### src/rtl/udma_qspi_pkg.sv
// Shared types and defaults for the uDMA QSPI pad-side chip-select sequencer.
package udma_qspi_pkg;

  localparam int unsigned QSPI_CNT_W = 8;

  typedef enum logic [2:0] {
    ST_IDLE,
    ST_SETUP,
    ST_ACTIVE,
    ST_HOLD,
    ST_GAP
  } qspi_cs_state_e;

endpackage

### src/rtl/udma_qspi_delay_cnt.sv
// Loadable saturating down-counter; done while the count is at its last window cycle.
module udma_qspi_delay_cnt
  import udma_qspi_pkg::*;
#(
  parameter int unsigned CNT_W = QSPI_CNT_W
) (
  input  logic             clk,
  input  logic             rst_n,
  input  logic             load,
  input  logic [CNT_W-1:0] load_val,
  input  logic             en,
  output logic [CNT_W-1:0] count,
  output logic             done
);

  logic [CNT_W-1:0] cnt_q;

  always_ff @(posedge clk or negedge rst_n) begin
    if (!rst_n) begin
      cnt_q <= '0;
    end else if (load) begin
      cnt_q <= load_val;
    end else if (en && (cnt_q != '0)) begin
      cnt_q <= cnt_q - CNT_W'(1);
    end
  end

  assign count = cnt_q;
  assign done  = (cnt_q <= CNT_W'(1));

endmodule

### src/rtl/udma_qspi_cs_sequencer.sv
// Pad-side CS/OE sequencer with setup, hold and idle-gap windows for the uDMA SPI core.
// Optional bus-turnaround OE delay: define QSPI_OE_TURNAROUND_EN.
module udma_qspi_cs_sequencer
  import udma_qspi_pkg::*;
#(
  parameter int unsigned NUM_CS = 4,
  parameter int unsigned NUM_SD = 4,
  parameter int unsigned CNT_W  = QSPI_CNT_W
) (
  input  logic              periph_clk_i,
  input  logic              rstn_i,
  input  logic [CNT_W-1:0]  cfg_setup_i,
  input  logic [CNT_W-1:0]  cfg_hold_i,
  input  logic [CNT_W-1:0]  cfg_idle_i,
  input  logic              cfg_cpol_i,
  input  logic [NUM_CS-1:0] core_csn_i,
  input  logic              core_sck_i,
  input  logic [NUM_SD-1:0] core_oen_i,
  input  logic [NUM_SD-1:0] core_sdo_i,
  output logic              core_stall_o,
  output logic [NUM_CS-1:0] pad_csn_o,
  output logic              pad_sck_o,
  output logic [NUM_SD-1:0] pad_sd_oe_o,
  output logic [NUM_SD-1:0] pad_sdo_o,
  output logic              busy_o,
  output logic              eot_o,
  output logic              err_o
);

  localparam int unsigned SEL_W = (NUM_CS > 1) ? $clog2(NUM_CS) : 1;

  qspi_cs_state_e    state_q, state_d;
  logic [SEL_W-1:0]  cs_sel_q, cs_sel_d, req_idx;
  logic [CNT_W-1:0]  hold_q, idle_q, cnt_load_val, cnt_count;
  logic              cpol_q, cpol_cur;
  logic [NUM_CS-1:0] req_vec;
  logic              req_any, req_multi, leave;
  logic              cnt_load, cnt_en, cnt_done;
  logic [NUM_SD-1:0] oe_req;

  logic [NUM_CS-1:0] pad_csn_q, pad_csn_d;
  logic              pad_sck_q, pad_sck_d;
  logic [NUM_SD-1:0] oe_q, oe_d, sdo_q, sdo_d;
  logic              stall_q, stall_d, busy_q, busy_d, eot_q, eot_d, err_q, err_d;
  logic              active_d;

  assign req_vec   = ~core_csn_i;
  assign req_any   = |req_vec;
  assign req_multi = |(req_vec & (req_vec - NUM_CS'(1)));
  // Leave ACTIVE on release of the selected CS or on any other CS being pulled low.
  assign leave     = (core_csn_i != ~(NUM_CS'(1) << cs_sel_q));
  assign cpol_cur  = (state_q == ST_IDLE) ? cfg_cpol_i : cpol_q;

  always_comb begin
    req_idx = '0;
    for (int unsigned i = NUM_CS; i > 0; i--) begin
      if (req_vec[i-1]) req_idx = SEL_W'(i - 1);
    end
  end

`ifdef QSPI_OE_TURNAROUND_EN
  logic [NUM_SD-1:0] oen_prev_q;

  always_ff @(posedge periph_clk_i or negedge rstn_i) begin
    if (!rstn_i) oen_prev_q <= '1;
    else         oen_prev_q <= core_oen_i;
  end

  // A line only drives once its enable has been low for two consecutive cycles.
  assign oe_req = ~core_oen_i & ~oen_prev_q;
`else
  assign oe_req = ~core_oen_i;
`endif

  udma_qspi_delay_cnt #(.CNT_W(CNT_W)) u_delay_cnt (
    .clk      (periph_clk_i),
    .rst_n    (rstn_i),
    .load     (cnt_load),
    .load_val (cnt_load_val),
    .en       (cnt_en),
    .count    (cnt_count),
    .done     (cnt_done)
  );

  assign cnt_load = (state_d != state_q) && (state_d inside {ST_SETUP, ST_HOLD, ST_GAP});
  assign cnt_en   = (state_q inside {ST_SETUP, ST_HOLD, ST_GAP});

  always_comb begin
    cnt_load_val = cfg_setup_i;
    case (state_d)
      ST_HOLD: cnt_load_val = hold_q;
      ST_GAP:  cnt_load_val = idle_q;
      default: cnt_load_val = cfg_setup_i;
    endcase
  end

  always_ff @(posedge periph_clk_i or negedge rstn_i) begin
    if (!rstn_i) begin
      state_q   <= ST_IDLE;
      cs_sel_q  <= '0;
      hold_q    <= '0;
      idle_q    <= '0;
      cpol_q    <= 1'b0;
      pad_csn_q <= '1;
      pad_sck_q <= 1'b0;
      oe_q      <= '0;
      sdo_q     <= '0;
      stall_q   <= 1'b0;
      busy_q    <= 1'b0;
      eot_q     <= 1'b0;
      err_q     <= 1'b0;
    end else begin
      state_q  <= state_d;
      cs_sel_q <= cs_sel_d;
      if (state_q == ST_IDLE) begin
        hold_q <= cfg_hold_i;
        idle_q <= cfg_idle_i;
        cpol_q <= cfg_cpol_i;
      end
      pad_csn_q <= pad_csn_d;
      pad_sck_q <= pad_sck_d;
      oe_q      <= oe_d;
      sdo_q     <= sdo_d;
      stall_q   <= stall_d;
      busy_q    <= busy_d;
      eot_q     <= eot_d;
      err_q     <= err_d;
    end
  end

  always_comb begin
    state_d  = state_q;
    cs_sel_d = cs_sel_q;
    unique case (state_q)
      ST_IDLE: begin
        if (req_any) begin
          cs_sel_d = req_idx;
          state_d  = (cfg_setup_i != '0) ? ST_SETUP : ST_ACTIVE;
        end
      end
      ST_SETUP:  if (cnt_done) state_d = ST_ACTIVE;
      ST_ACTIVE: begin
        if (leave) begin
          if (hold_q != '0)      state_d = ST_HOLD;
          else if (idle_q != '0) state_d = ST_GAP;
          else                   state_d = ST_IDLE;
        end
      end
      ST_HOLD:   if (cnt_done) state_d = (idle_q != '0) ? ST_GAP : ST_IDLE;
      ST_GAP:    if (cnt_done) state_d = ST_IDLE;
      default:   state_d = ST_IDLE;
    endcase
  end

  // Outputs are registered from the next state so pads follow the FSM with no extra lag.
  always_comb begin
    active_d  = (state_d == ST_ACTIVE);
    pad_csn_d = '1;
    if (state_d inside {ST_SETUP, ST_ACTIVE, ST_HOLD}) pad_csn_d = ~(NUM_CS'(1) << cs_sel_d);
    pad_sck_d = active_d ? core_sck_i : cpol_cur;
    sdo_d     = active_d ? core_sdo_i : '0;
    oe_d      = active_d ? oe_req : '0;
    busy_d    = (state_d != ST_IDLE);
    stall_d   = busy_d && !active_d;
    // eot lands on the final HOLD cycle; count==2 means the next cycle is that final one.
    eot_d     = ((state_q == ST_ACTIVE) && leave && (hold_q <= CNT_W'(1))) ||
                ((state_q == ST_HOLD) && (cnt_count == CNT_W'(2)));
    err_d     = (state_q == ST_IDLE) && req_multi;
  end

  assign core_stall_o = stall_q | (rstn_i && (state_q == ST_IDLE) && req_any);
  assign pad_csn_o    = pad_csn_q;
  assign pad_sck_o    = pad_sck_q;
  assign pad_sd_oe_o  = oe_q;
  assign pad_sdo_o    = sdo_q;
  assign busy_o       = busy_q;
  assign eot_o        = eot_q;
  assign err_o        = err_q;

endmodule

### config.mk
export PLATFORM = sky130hd
export DESIGN_NAME = udma_qspi_cs_sequencer
export DESIGN_NICKNAME = d
export VERILOG_FILES = /design/src/rtl/udma_qspi_pkg.sv /design/src/rtl/udma_qspi_delay_cnt.sv /design/src/rtl/udma_qspi_cs_sequencer.sv
export SDC_FILE = /design/constraint.sdc
export NUM_CORES = 1
export LEC_CHECK = 0
export BUFFER_PORTS_ARGS = -buffer_cell sky130_fd_sc_hd__buf_2
export CAP_MARGIN = 5
export CORE_MARGIN = 2
export CORE_UTILIZATION = 36
export DETAILED_ROUTE_END_ITERATION = 10
export GPL_ROUTABILITY_DRIVEN = 1
export PLACE_DENSITY_LB_ADDON = 0.3
export SYNTH_ARGS = -nofsm -noshare
export SYNTH_HDL_FRONTEND = slang
export SYNTH_SLANG_ARGS = --single-unit
### constraint.sdc
create_clock -name periph_clk_i -period 5.7 [get_ports periph_clk_i]
set_clock_uncertainty 0.05 [all_clocks]
set_input_delay 1.14 -clock periph_clk_i [delete_from_list [all_inputs] [get_ports periph_clk_i]]
set_output_delay 1.14 -clock periph_clk_i [all_outputs]
set_load 0.005 [all_outputs]
## Yosys cells after proc, flatten, opt, wreduce, memory -nomap -nowiden

Index checks and enable logic that the tools add are counted.

| operators by class | value |
|---|---|
| $add $sub $neg | 2 |
| $lt $le $gt $ge | 2 |
| equality and inequality tests | 11 |
| shift operators | 2 |
| multiplexer cells | 23 |
| bitwise operators | 6 |
| reductions and logical operators | 23 |

Operator list:

| kind | number |
|---|---|
| 8-bit nonzero test | 4 |
| 3-bit 2-to-1 mux | 7 |
| 8-bit by 1-bit less-or-equal comparator with 1-bit output, second input constant | 2 |
| 8-bit 2-to-1 mux | 2 |
| 4-bit inverter | 4 |
| 8-bit one-hot mux with 2 select lines | 1 |
| 3-bit one-hot mux with 5 select lines | 1 |
| 2-bit 2-to-1 mux | 7 |
| 3-bit by 2-bit equality test with 1-bit output, second input constant | 4 |
| 4-bit 2-to-1 mux | 3 |
| 3-bit nonzero test | 4 |
| 1-bit logical AND | 9 |
| 8-bit by 2-bit equality test with 1-bit output, second input constant | 1 |
| 4-bit OR reduction | 2 |
| 1-bit by 2-bit left shift with 4-bit output, first input constant | 2 |
| 8-bit by 1-bit subtractor with 8-bit output, second input constant | 1 |
| 3-bit by 1-bit equality test with 1-bit output, second input constant | 2 |
| 3-bit equality test, second input constant | 2 |
| 4-bit AND | 1 |
| 4-bit inequality test | 1 |
| 4-bit by 1-bit subtractor with 4-bit output, second input constant | 1 |
| 3-bit zero test | 1 |
| 3-bit inequality test | 1 |
| 1-bit 2-to-1 mux | 2 |
| other kinds (4) | 4 |

| word-level totals | value |
|---|---|
| flip-flop bits (word level) | 47 |
| input port bits | 40 |

## Longest topological paths before layout

Gate-level depths: netlist of the first run.

| logic depth | value |
|---|---|
| depth in word-level cells | 10 |
| mapped depth | 10 |

## Hierarchy

A second synthesis of the first run with hierarchy kept.

| unflattened totals | value |
|---|---|
| cell total of the unflattened synthesis | 235 |
| area total of the unflattened synthesis | 2538.7 um^2 |

By module, submodules not included:

| module | instances | cells an instance | area an instance (um^2) | seq. area each (um^2) |
|---|---|---|---|---|
| udma_qspi_cs_sequencer | 1 | 170 | 1969.4 | 980.9 |
| udma_qspi_delay_cnt | 1 | 65 | 569.3 | 200.2 |

## Worst setup path after synthesis of the first run

OpenSTA, ideal clock, no wires.

| timing | value |
|---|---|
| path kind | input to register |
| start point | input port core_csn_i[3] |
| end point | register pad_sck_q (netlist: pad_sck_o) |
| library setup time | 0.128 ns |
| data arrival time | 2.647 ns |
| slack | 2.876 ns |
| stages | 7 |
| path buffers | 1 |
| path through | and3b_1 a21oi_1 o21ai_2 o311ai_4 nand2b_1 buf_2 mux2_1 |

| between the ends | value |
|---|---|
| longest elaborated chain between the ends | 6 |
| elaborated cells between the ends (all ways) | 8 |
| classes of those cells | eq/ne: 2; mux: 4; bitwise: 1; reduce/logical: 1 |

RTL lines:

| item | line | RTL |
|---|---|---|
| from (decl) | udma_qspi_cs_sequencer.sv:16 | `input logic [NUM_CS-1:0] core_csn_i,` |
| 4-bit inverter | udma_qspi_cs_sequencer.sv:47 | `assign req_vec = ~core_csn_i;` |
| 4-bit OR reduction | udma_qspi_cs_sequencer.sv:48 | `assign req_any = \|req_vec;` |
| 3-bit 2-to-1 mux | udma_qspi_cs_sequencer.sv:136 | `if (req_any) begin` |
| 3-bit one-hot mux with 5 select lines * | udma_qspi_cs_sequencer.sv:134 | `unique case (state_q)` |
| net state_d[0] | udma_qspi_cs_sequencer.sv:32 | `qspi_cs_state_e state_q, state_d;` |
| 3-bit by 2-bit equality test with 1-bit output * | udma_qspi_cs_sequencer.sv:157 | `active_d = (state_d == ST_ACTIVE);` |
| 1-bit 2-to-1 mux * | udma_qspi_cs_sequencer.sv:160 | `pad_sck_d = active_d ? core_sck_i : cpol_cur;` |
| net pad_sck_d | udma_qspi_cs_sequencer.sv:42 | `logic pad_sck_q, pad_sck_d;` |
| to (signal assigned) | udma_qspi_cs_sequencer.sv:121 | `pad_sck_q <= pad_sck_d;` |
| to (decl) | udma_qspi_cs_sequencer.sv:42 |  |

The timed path passes the listed nets; every way through them passes the cells marked *.
A chain may end at the register's enable or synchronous reset.

## Final worst setup path of the first run

| timing | value |
|---|---|
| start point | input port rstn_i |
| end point | output port core_stall_o |

| between the ends | value |
|---|---|
| longest elaborated chain between the ends | 3 |

RTL lines:

| item | line | RTL |
|---|---|---|
| from (decl) | udma_qspi_cs_sequencer.sv:11 | `input logic rstn_i,` |
| 1-bit logical AND (2 in series) | udma_qspi_cs_sequencer.sv:171 | `assign core_stall_o = stall_q \| (rstn_i && (state_q == ST_IDLE) && req_any);` |
| 1-bit OR | udma_qspi_cs_sequencer.sv:171 |  |
| to (decl) | udma_qspi_cs_sequencer.sv:20 | `output logic core_stall_o,` |

Every way passes these cells.

==> results.toml, run 1 <==
[status]
status = "completed"

[sta]
post-route-period-util_pct = 56.4
final-max-slew-violation-count = 0
rsz0062_at_grt = "no"
fin_tns_setup_ns = 0
layout_min_cycle_time_ns = 3.21
hold_viol = 0
tightest_slew_ns = 0.778
slew-limit-headroom_pct = 48.0
fmax_mhz = 311
timing.final.ws_setup_ns = 2.49
setup_viol = 0

[yosys]
synth_most_common_cell = "dfrtp_1"
synth_area_per_cell_um2 = 11.7
synth_top_area_share_pct = 45.0
syn_inst = 205
netlist_top_cells_area = "dfrtp_1 (45%), mux2_2 (8.0%), dfstp_2 (4.4%), a22oi_1 (3.5%), a21oi_1 (2.7%)"
synth_edf_count = 0
yosysTopAreaCell = "dfrtp_1"
yosysUniqueCellTypes = 54
synth_common_cells = "dfrtp_1 (43), mux2_2 (17), nor2_1 (16), a21oi_1 (13), nand2_1 (13)"
synthArstFlopShare_pct = 100
seq_area_frac_synth_pct = 49.4
ys_seq_elements = 47
dominantRegCellSynth = "dfrtp_1"
yosysWarnings = 0
syn_nets = 248
syn_area_um2 = 2390

[final_layout]
layout.nets = 306
fillers = 623
area_growth_pct = 18.8
layout-drive-gt1-share_pct = 40.9
antenna_cells = 0

[setup_path]
crit_fanout = 48
cpPeakStageDelay_ns = 0.48
reg2reg_depth = 7
critPathBufInv = 3
cpMostUsedCell = "buf_2"
crit_path_top_delay_cell = "buf_4"
cp_num_cells = 4
cp.arrival_ns = 2.02
crit_type = "primary input to output pin"
path_cells = "buf_2, buf_4, a21o_1, buf_2"
startpoint_type = "primary input"
crit_required_ns = 4.51
crit-reg2reg-launch = "hold_q[2]"
ff2ff_setup_slack_ns = 3.04
cp_top_family = "buffers and inverters"
end_kind = "output pin"
critPathLaunch = "rstn_i"

[worst_hold_path]
hp-start = "cpol_q"
worstHoldPathType = "flop to flop"
hold_depth = 1

[cts]
postCtsHoldBufs = 0
clock_latency_ns = 0.29
cts.repair.resized = 0
cts_tree = "built"
cts_setup_buffers = 0
clk_pin_slew_ns = 0.08
cts_sinks = 47
cts_buffers = 5
htree_levels = 2
cts.path.max_buffers = 2
clock-root-buffer = "clkbuf_8"

[drt]
drt-total-wl_mm = 4.94
wl_per_cell_um = 14.5
drt-initial-drc-count = 123
drt_first_pass_iters = 4
num_vias = 1758
vias_per_cell = 5.16
drc_errors = 0
ant_nets = 0

[floorplanning]
die_area_um2 = 7300
die_y_um = 85.5
core_um2 = 6390
ios = 57
start_util_pct = 37.4
rows = 29
dieWidth_um = 85.5

[placement]
portBuffers = 56
dp_hpwl_mm = 3.73
dpl_worst_slack_ns = 2.34
routabilityCongestion = 0.836

[power_and_ir_drop]
peakVddDrop_uv = 245
p_leak_nw = 1.26
cellPowerDensity_nw_per_um2 = 475

[global_route]
grt_pass1_wl_mm = 8.56
overflow = 0
track_usage_pct = 14.9
grt_pass1_vias = 1799
antenna_found_initial = 0
grt_start_max_net_pins = 49

[flow_run]
maxCapViolations = 0
kinds of logic (layout without fill, tap and decap cells):
group                      after synthesis  after routing  share of synthesized area [%]
AOI/OAI and AO/OA                       49             49                           18.8
xor gates and xnor gates                 7              7                           2.57
adders and majority gates                3              3                           1.57
buffers and inverters                   17             76                           3.72
DFF                                     47             47                           49.4
muxes                                   18             18                           8.49
and+or+nand+nor                         64             64                           15.5
cells in the final DEF, fill, tap and decap left out, drive strengths merged, types with 2 or more instances in the layout:
master,count
nor2,16
nand2,14
a311oi,3
clkbuf,7
mux2,18
or4,2
nor4,4
buf,58
or2,3
nand4,2
inv,10
o21ai,5
dfstp,4
or3,3
o211ai,2
and2,3
nand3,4
dfrtp,43
ha,3
xnor2,3
a22oi,14
a21oi,15
xor2,4
nor3,5
nand2b,3
sequential cells by signal, summed over array words and instances, names as in the netlist:
name and count:
pad_sck_o 1, stall_q 1, u_delay_cnt.count 8, busy_o 1, cpol_q 1, idle_q 8
cs_sel_q 2, err_o 1, pad_csn_o 4, pad_sd_oe_o 4, pad_sdo_o 4, eot_o 1
hold_q 8, state_q 3
worst paths after layout:
kind                                             end
worst min register to register                cpol_q
worst max-delay path                    core_stall_o
min in group asynchronous                  hold_q[4]
max in group asynchronous                      err_o
worst min-delay path                          cpol_q
worst max register to register  u_delay_cnt.count[4]
final cells by class:
type                            count  area [um^2]  share of cell area [%]
Clock buffer                        7         96.3                    3.40
Inverter                           10         37.5                    1.32
Tap cell                           77         96.3                    3.40
Timing Repair Buffer               58          295                    10.4
Sequential cell                    47         1180                    41.6
Clock inverter                      1         7.51                   0.265
Multi-Input combinational cell    141         1120                    39.6
per-layer routing:
layer / share of wire [%] / track usage (%) / wire (um)
met5: 0 / 0 / 0
met3: 4.5 / 3.40 / 224
met4: 1.4 / 4.76 / 68
met2: 48 / 23.9 / 2360
met1: 46 / 20.0 / 2290
report_power, final:
| group | leakage [nW] | internal [W] | switching [W] | total, W |
|---|---|---|---|---|
| Sequential | 0.558 | 0.000477 | 0.000118 | 0.000595 |
| Clock | 0.0505 | 0.000110 | 0.000111 | 0.000221 |
| Combinational | 0.650 | 0.000256 | 0.000277 | 0.000533 |
| Total | 1.26 | 0.000843 | 0.000506 | 0.00135 |
stage by stage:
| stage | power (W) | instance area, um^2 | hold slack, ns | std cells | util, % |
|---|---|---|---|---|---|
| after floorplan | 0.000997 | 2390 | 0.419 | 205 | - |
| after global placement | 0.00112 | 2730 | 0.434 | 333 | 42.8 |
| after detailed placement | 0.00114 | 2730 | 0.439 | 333 | 42.8 |
| after CTS | 0.00136 | 2840 | 0.458 | 341 | 44.4 |
| after global routing | 0.00146 | 2840 | 0.485 | 341 | 44.4 |
| final | 0.00135 | 2840 | 0.451 | 341 | 44.4 |
Note: power is estimated with default switching activity, not from simulation.
==> inputs of run 2 (changes only) <==
Settings changed: ABC_AREA set to 1.
Clock period 5.7 ns to 2.7 ns, I/O delays scaled along.
==> run 2 against run 1 <==
  * Global-route usage grew 0.51 points
  * Via count grew 35%
  * Final cell count grew 56%
  * Clock power grew 100%
  * Clock-buffer cell count shrank 1
  * Cell area grew 14%
  * First-iteration DRC count shrank 17%
  * Core utilization shrank 0.28 points
  * Routed wire length grew 21%
  * Largest cell class is now multi-input combinational cells
  * Highest routed layer unchanged
==> results.toml, run 2 <==
[status]
status = "completed"

[power_and_ir_drop]
cellPowerDensity_nw_per_um2 = 1050
peakVddDrop_uv = 382
p_leak_nw = 1.74

[yosys]
synth_edf_count = 0
ys_seq_elements = 47
seq_area_frac_synth_pct = 43.1
yosysUniqueCellTypes = 36
yosysTopAreaCell = "dfrtp_1"
synthArstFlopShare_pct = 100
synth_most_common_cell = "nand2_1"
syn_area_um2 = 2740
synth_common_cells = "nand2_1 (125), nor2_1 (52), dfrtp_1 (43), inv_1 (35), nand3_1 (20)"
dominantRegCellSynth = "dfrtp_1"
syn_inst = 371
synth_area_per_cell_um2 = 7.39
syn_nets = 414
netlist_top_cells_area = "dfrtp_1 (39%), nand2_1 (17%), nor2_1 (7.1%), inv_1 (4.8%), dfstp_2 (3.8%)"
synth_top_area_share_pct = 39.3
yosysWarnings = 0

[floorplanning]
die_y_um = 91.3
rows = 31
dieWidth_um = 91.3
die_area_um2 = 8330
ios = 57
core_um2 = 7330
start_util_pct = 37.4

[global_route]
global_route.usage.met1_pct = 20.6
grt_start_max_net_pins = 48
grtUsageMet2_pct = 25.4
met3_usage_pct = 3.15
track_usage_pct = 15.4
gr-max-usage-layer = "met2"
grt_pass1_vias = 2372
overflow = 0
grt_pass1_wl_mm = 10.5
antenna_found_initial = 0

[cts]
clk_pin_slew_ns = 0.09
clock-root-buffer = "clkbuf_8"
cts_buffers = 5
htree_levels = 2
cts.repair.resized = 0
cts_tree = "built"
cts.path.max_buffers = 2
postCtsHoldBufs = 0
cts_setup_buffers = 0
clock_latency_ns = 0.30
cts_sinks = 47

[setup_path]
crit_required_ns = 2.11
critPathBufInv = 1
cp_top_family = "flip-flops"
ff2ff_setup_slack_ns = 0.50
end_kind = "output pin"
crit_type = "flop to output pin"
path_cells = "nor2_2, nand2_4, a21oi_4, a21o_1, buf_2"
cp.arrival_ns = 1.62
startpoint_type = "flop"
crit_fanout = 17
crit_path_top_delay_cell = "dfrtp_1"
cpPeakStageDelay_ns = 0.45

[final_layout]
final_cells = 532
layout.nets = 475
area_growth_pct = 18.1
final_cell_mix = "nand2_1 (125), buf_2 (56), nor2_1 (52)"
final_common_cell = "nand2_1"
antenna_cells = 0
fin_util_pct = 44.2
layout-drive-gt1-share_pct = 26.1

[sta]
setup_viol = 0
tightest_slew_ns = 0.588
final-max-slew-violation-count = 0
slew-limit-headroom_pct = 60.8
post-route-period-util_pct = 81.9
fin_tns_setup_ns = 0
hold_viol = 0
layout_min_cycle_time_ns = 2.21
fmax_mhz = 452
rsz0062_at_grt = "no"

[placement]
dp_hpwl_mm = 4.71
routabilityCongestion = 0.924
portBuffers = 56
dp.cells = 524

[drt]
vias_per_cell = 4.45
wl_per_cell_um = 11.2
drc_errors = 0
ant_nets = 0
drt_first_pass_iters = 4
num_vias = 2368
drt-total-wl_mm = 5.97
drt-initial-drc-count = 102

[flow_run]
maxCapViolations = 0

[worst_hold_path]
worstHoldPathType = "primary input to async pin"
[run 2: changes by cell type after synthesis, sizes merged, moves of 18 or more]
cell	change
o21ai	+18
mux2	-18
inv	+37
nand2	+124
nand3	+18
nor2	+47
[run 2: worst reg2reg max path: cells and delay by family (launching register included)]
family / cells / cell delay, ns
compound gates: 1 / 0.10
fa+ha+maj: 1 / 0.25
buf+inv: 1 / 0.12
flops: 1 / 0.38
simple gates: 14 / 1.18
[run 2: worst paths after layout]
| kind | from | to | cells past startpoint |
|---|---|---|---|
| setup / recovery | state_q[0] | core_stall_o | 5 |
| hold / removal | rstn_i | pad_sd_oe_o[3] | 2 |
| setup reg to reg | u_delay_cnt.count[0] | u_delay_cnt.count[3] | 17 |
| hold reg to reg | cpol_q | cpol_q | 2 |
| max in group asynchronous | rstn_i | state_q[0] | 2 |
| min in group periph_clk_i | core_oen_i[1] | pad_sd_oe_o[1] | 2 |
[run 2: routing by layer]
| metal | vias to the layer above | wire length [um] |
|---|---|---|
| met5 | - | 0 |
| met4 | 0 | 83 |
| met3 | 8 | 206 |
| met2 | 39 | 2850 |
| met1 | 1056 | 2830 |
| li1 | 1265 | - |
[run 2: cell families (layout without fill, tap and decap cells)]
logic type      Yosys count  after routing  synth area share [%]
flops                    47             47                  43.1
fa+ha+maj                 3              3                  1.37
xor+xnor                  6              6                  1.92
buf+inv                  51            113                  7.35
simple gates            229            229                  38.7
compound gates           35             35                  7.62
[run 2: per-stage QoR]
| step | worst slack [ns] | hold slack, ns | power, W | instance area, um^2 |
|---|---|---|---|---|
| floorplan | 0.745 | 0.194 | 0.00254 | 2740 |
| global placement | 0.468 | 0.412 | 0.00295 | 3140 |
| detailed placement | 0.455 | 0.414 | 0.00297 | 3140 |
| CTS | 0.454 | 0.317 | 0.00343 | 3240 |
| global route | 0.169 | 0.307 | 0.00377 | 3240 |
| finish | 0.490 | 0.294 | 0.00340 | 3240 |
[run 2: report_power, final]
group          total (W)  leakage (nW)  internal, W  switching (W)
combinational    0.00175          1.12     0.000631        0.00112
clock           0.000451        0.0474     0.000209       0.000242
sequential       0.00120         0.576      0.00101       0.000195
[run 2: area by class of cell]
type | count | area [um^2]
well taps | 99 | 124
fillers | 760 | 4090
repair buffers | 58 | 295
clock buffers | 6 | 82.6
flip-flops and latches | 47 | 1180
inverters | 47 | 179
clock inverters | 2 | 16.3
multi-input cells | 273 | 1360
==> inputs of run 3 (changes only) <==
Clock period 2.7 ns to 1.89 ns, I/O delays scaled along.
==> run 3 against run 2 <==
  * The run now ends with negative setup slack left
  * Largest cell class unchanged
  * Cell area increased by 19%
  * Largest power group unchanged
  * Non-clock buffer count is 47 higher
  * Die area unchanged
  * Clock power rose by 44%
  * Sequential power is 43% higher
==> results.toml, run 3 (synthesis gave the netlist of run 2 again) <==
[status]
status = "finished, violations left"
violations = "negative setup slack"

[global_route]
track_usage_pct = 17.5
grt_pass1_vias = 2598
antenna_found_initial = 0
overflow = 0
grt_start_max_net_pins = 48
grt_pass1_wl_mm = 11.9

[placement]
portBuffers = 56
dpl_worst_slack_ns = -0.178
routabilityCongestion = 0.950
dp_hpwl_mm = 5.13
placed_area_um2 = 3420

[floorplanning]
core_um2 = 7330
die_area_um2 = 8330
ios = 57
dieWidth_um = 91.3
rows = 31
die_y_um = 91.3
start_util_pct = 37.4

[sta]
rsz0062_at_grt = "yes"
tightest_slew_ns = 0.603
hold_viol = 0
post-route-period-util_pct = 108
slew-limit-headroom_pct = 59.8
setup_viol = 8
timing.final.ws_setup_ns = -0.154
layout_min_cycle_time_ns = 2.04
hold_ws_ns = 0.158
fmax_mhz = 489
final-max-slew-violation-count = 0

[final_layout]
antenna_cells = 0
final_cell_mix = "nand2_1 (109), buf_2 (56), buf_4 (44)"
stdcell_area_um2 = 3860
final_common_cell = "nand2_1"
area_growth_pct = 41.0
fillers = 691
layout-drive-gt1-share_pct = 43.8
fin_util_pct = 52.7
layout.nets = 524

[setup_path]
reg2reg_depth = 15
cp.arrival_ns = 2.19
crit_type = "flop to flop"
crit_fanout = 5
end_kind = "flop"
startpoint_type = "flop"
crit_required_ns = 2.04
ff2ff_setup_slack_ns = -0.15

[flow_run]
maxCapViolations = 0

[drt]
drt-total-wl_mm = 6.97
wl_per_cell_um = 12.0
drt_first_pass_iters = 4
num_vias = 2662
ant_nets = 0
vias_per_cell = 4.58
drc_errors = 0
drt-initial-drc-count = 99

[cts]
clk_pin_slew_ns = 0.09
clock-root-buffer = "clkbuf_8"
cts_tree = "built"
htree_levels = 2
cts_sinks = 47
cts.path.max_buffers = 2
cts_buffers = 5
clock_latency_ns = 0.30

[worst_hold_path]
worstHoldPathType = "primary input to async pin"

[power_and_ir_drop]
cellPowerDensity_nw_per_um2 = 1560
p_leak_nw = 2.02
peakVddDrop_uv = 610
==> run 3: cell types whose count changed in the layout (fill, tap and decap cells not counted), moves of 4 or more <==
| cell | delta |
|---|---|
| nand2_2 | +11 |
| nand2_4 | +6 |
| nand2_1 | -16 |
| nand3_2 | +4 |
| nor2_2 | +9 |
| nor2_4 | +9 |
| buf_4 | +42 |
| buf_6 | +4 |
| nor2_1 | -17 |
| nand3_1 | -4 |
| inv_1 | -4 |
==> run 3: layout make-up <==
class	instances	area [um^2]	area share, %
Multi-Input combinational cell	275	1600	41.5
Sequential cell	47	1180	30.7
Timing Repair Buffer	105	676	17.5
Inverter	47	181	4.69
Tap cell	99	124	3.20
Clock buffer	7	86.3	2.23
Clock inverter	1	8.76	0.227
==> run 3: critical path: stages (launching register included) <==
cell,delay (ns)
dfrtp_1,0.41
inv_2,0.07
ha_4,0.17
nor2_4,0.09
nor2_4,0.05
buf_4,0.13
nand3_2,0.04
nand2_1,0.06
nand2_2,0.09
nand2_4,0.08
o21bai_1,0.16
nand2_2,0.09
nor2_4,0.20
nor2_4,0.09
nor2_1,0.10
nor2_1,0.04
==> run 3: metal layers <==
layer  wire [um]  up-vias  global-route usage (%)
li1            -     1364                       -
met4         113        0                    5.30
met1        3050     1238                    22.7
met5           0        -                       0
met3         222       10                    2.32
met2        3580       50                    30.2
==> run 3: per-stage QoR <==
step                      setup TNS (ns)  total power, W  cells
after global placement             -1.42         0.00465    558
after global routing               -2.36         0.00653    581
after floorplan                        0         0.00366    371
after detailed placement           -1.62         0.00472    558
final                              -1.06         0.00602    581
after CTS                         -0.842         0.00579    579
==> run 3: worst paths after layout <==
check                                     start                    to
setup reg to reg           u_delay_cnt.count[0]  u_delay_cnt.count[6]
max in group asynchronous                rstn_i            state_q[2]
hold reg to reg                          cpol_q                cpol_q
hold / removal                           rstn_i             pad_sck_o
setup / recovery           u_delay_cnt.count[0]  u_delay_cnt.count[6]
min in group periph_clk_i         core_oen_i[0]        pad_sd_oe_o[0]
==> run 3: timing repair <==
action / CTS / global route
pin swaps: 27 / 22
buffers inserted: 11 / 2
hold buffers: 0 / 0
gates cloned: 2 / 0
resized for setup: 38 / 32
setup endpoints to repair: 22 / 24
==> run 3: report_power, final <==
group          internal, W  switching, W
Clock             0.000300      0.000348
Sequential         0.00144      0.000263
Combinational      0.00157       0.00210
Total              0.00331       0.00271
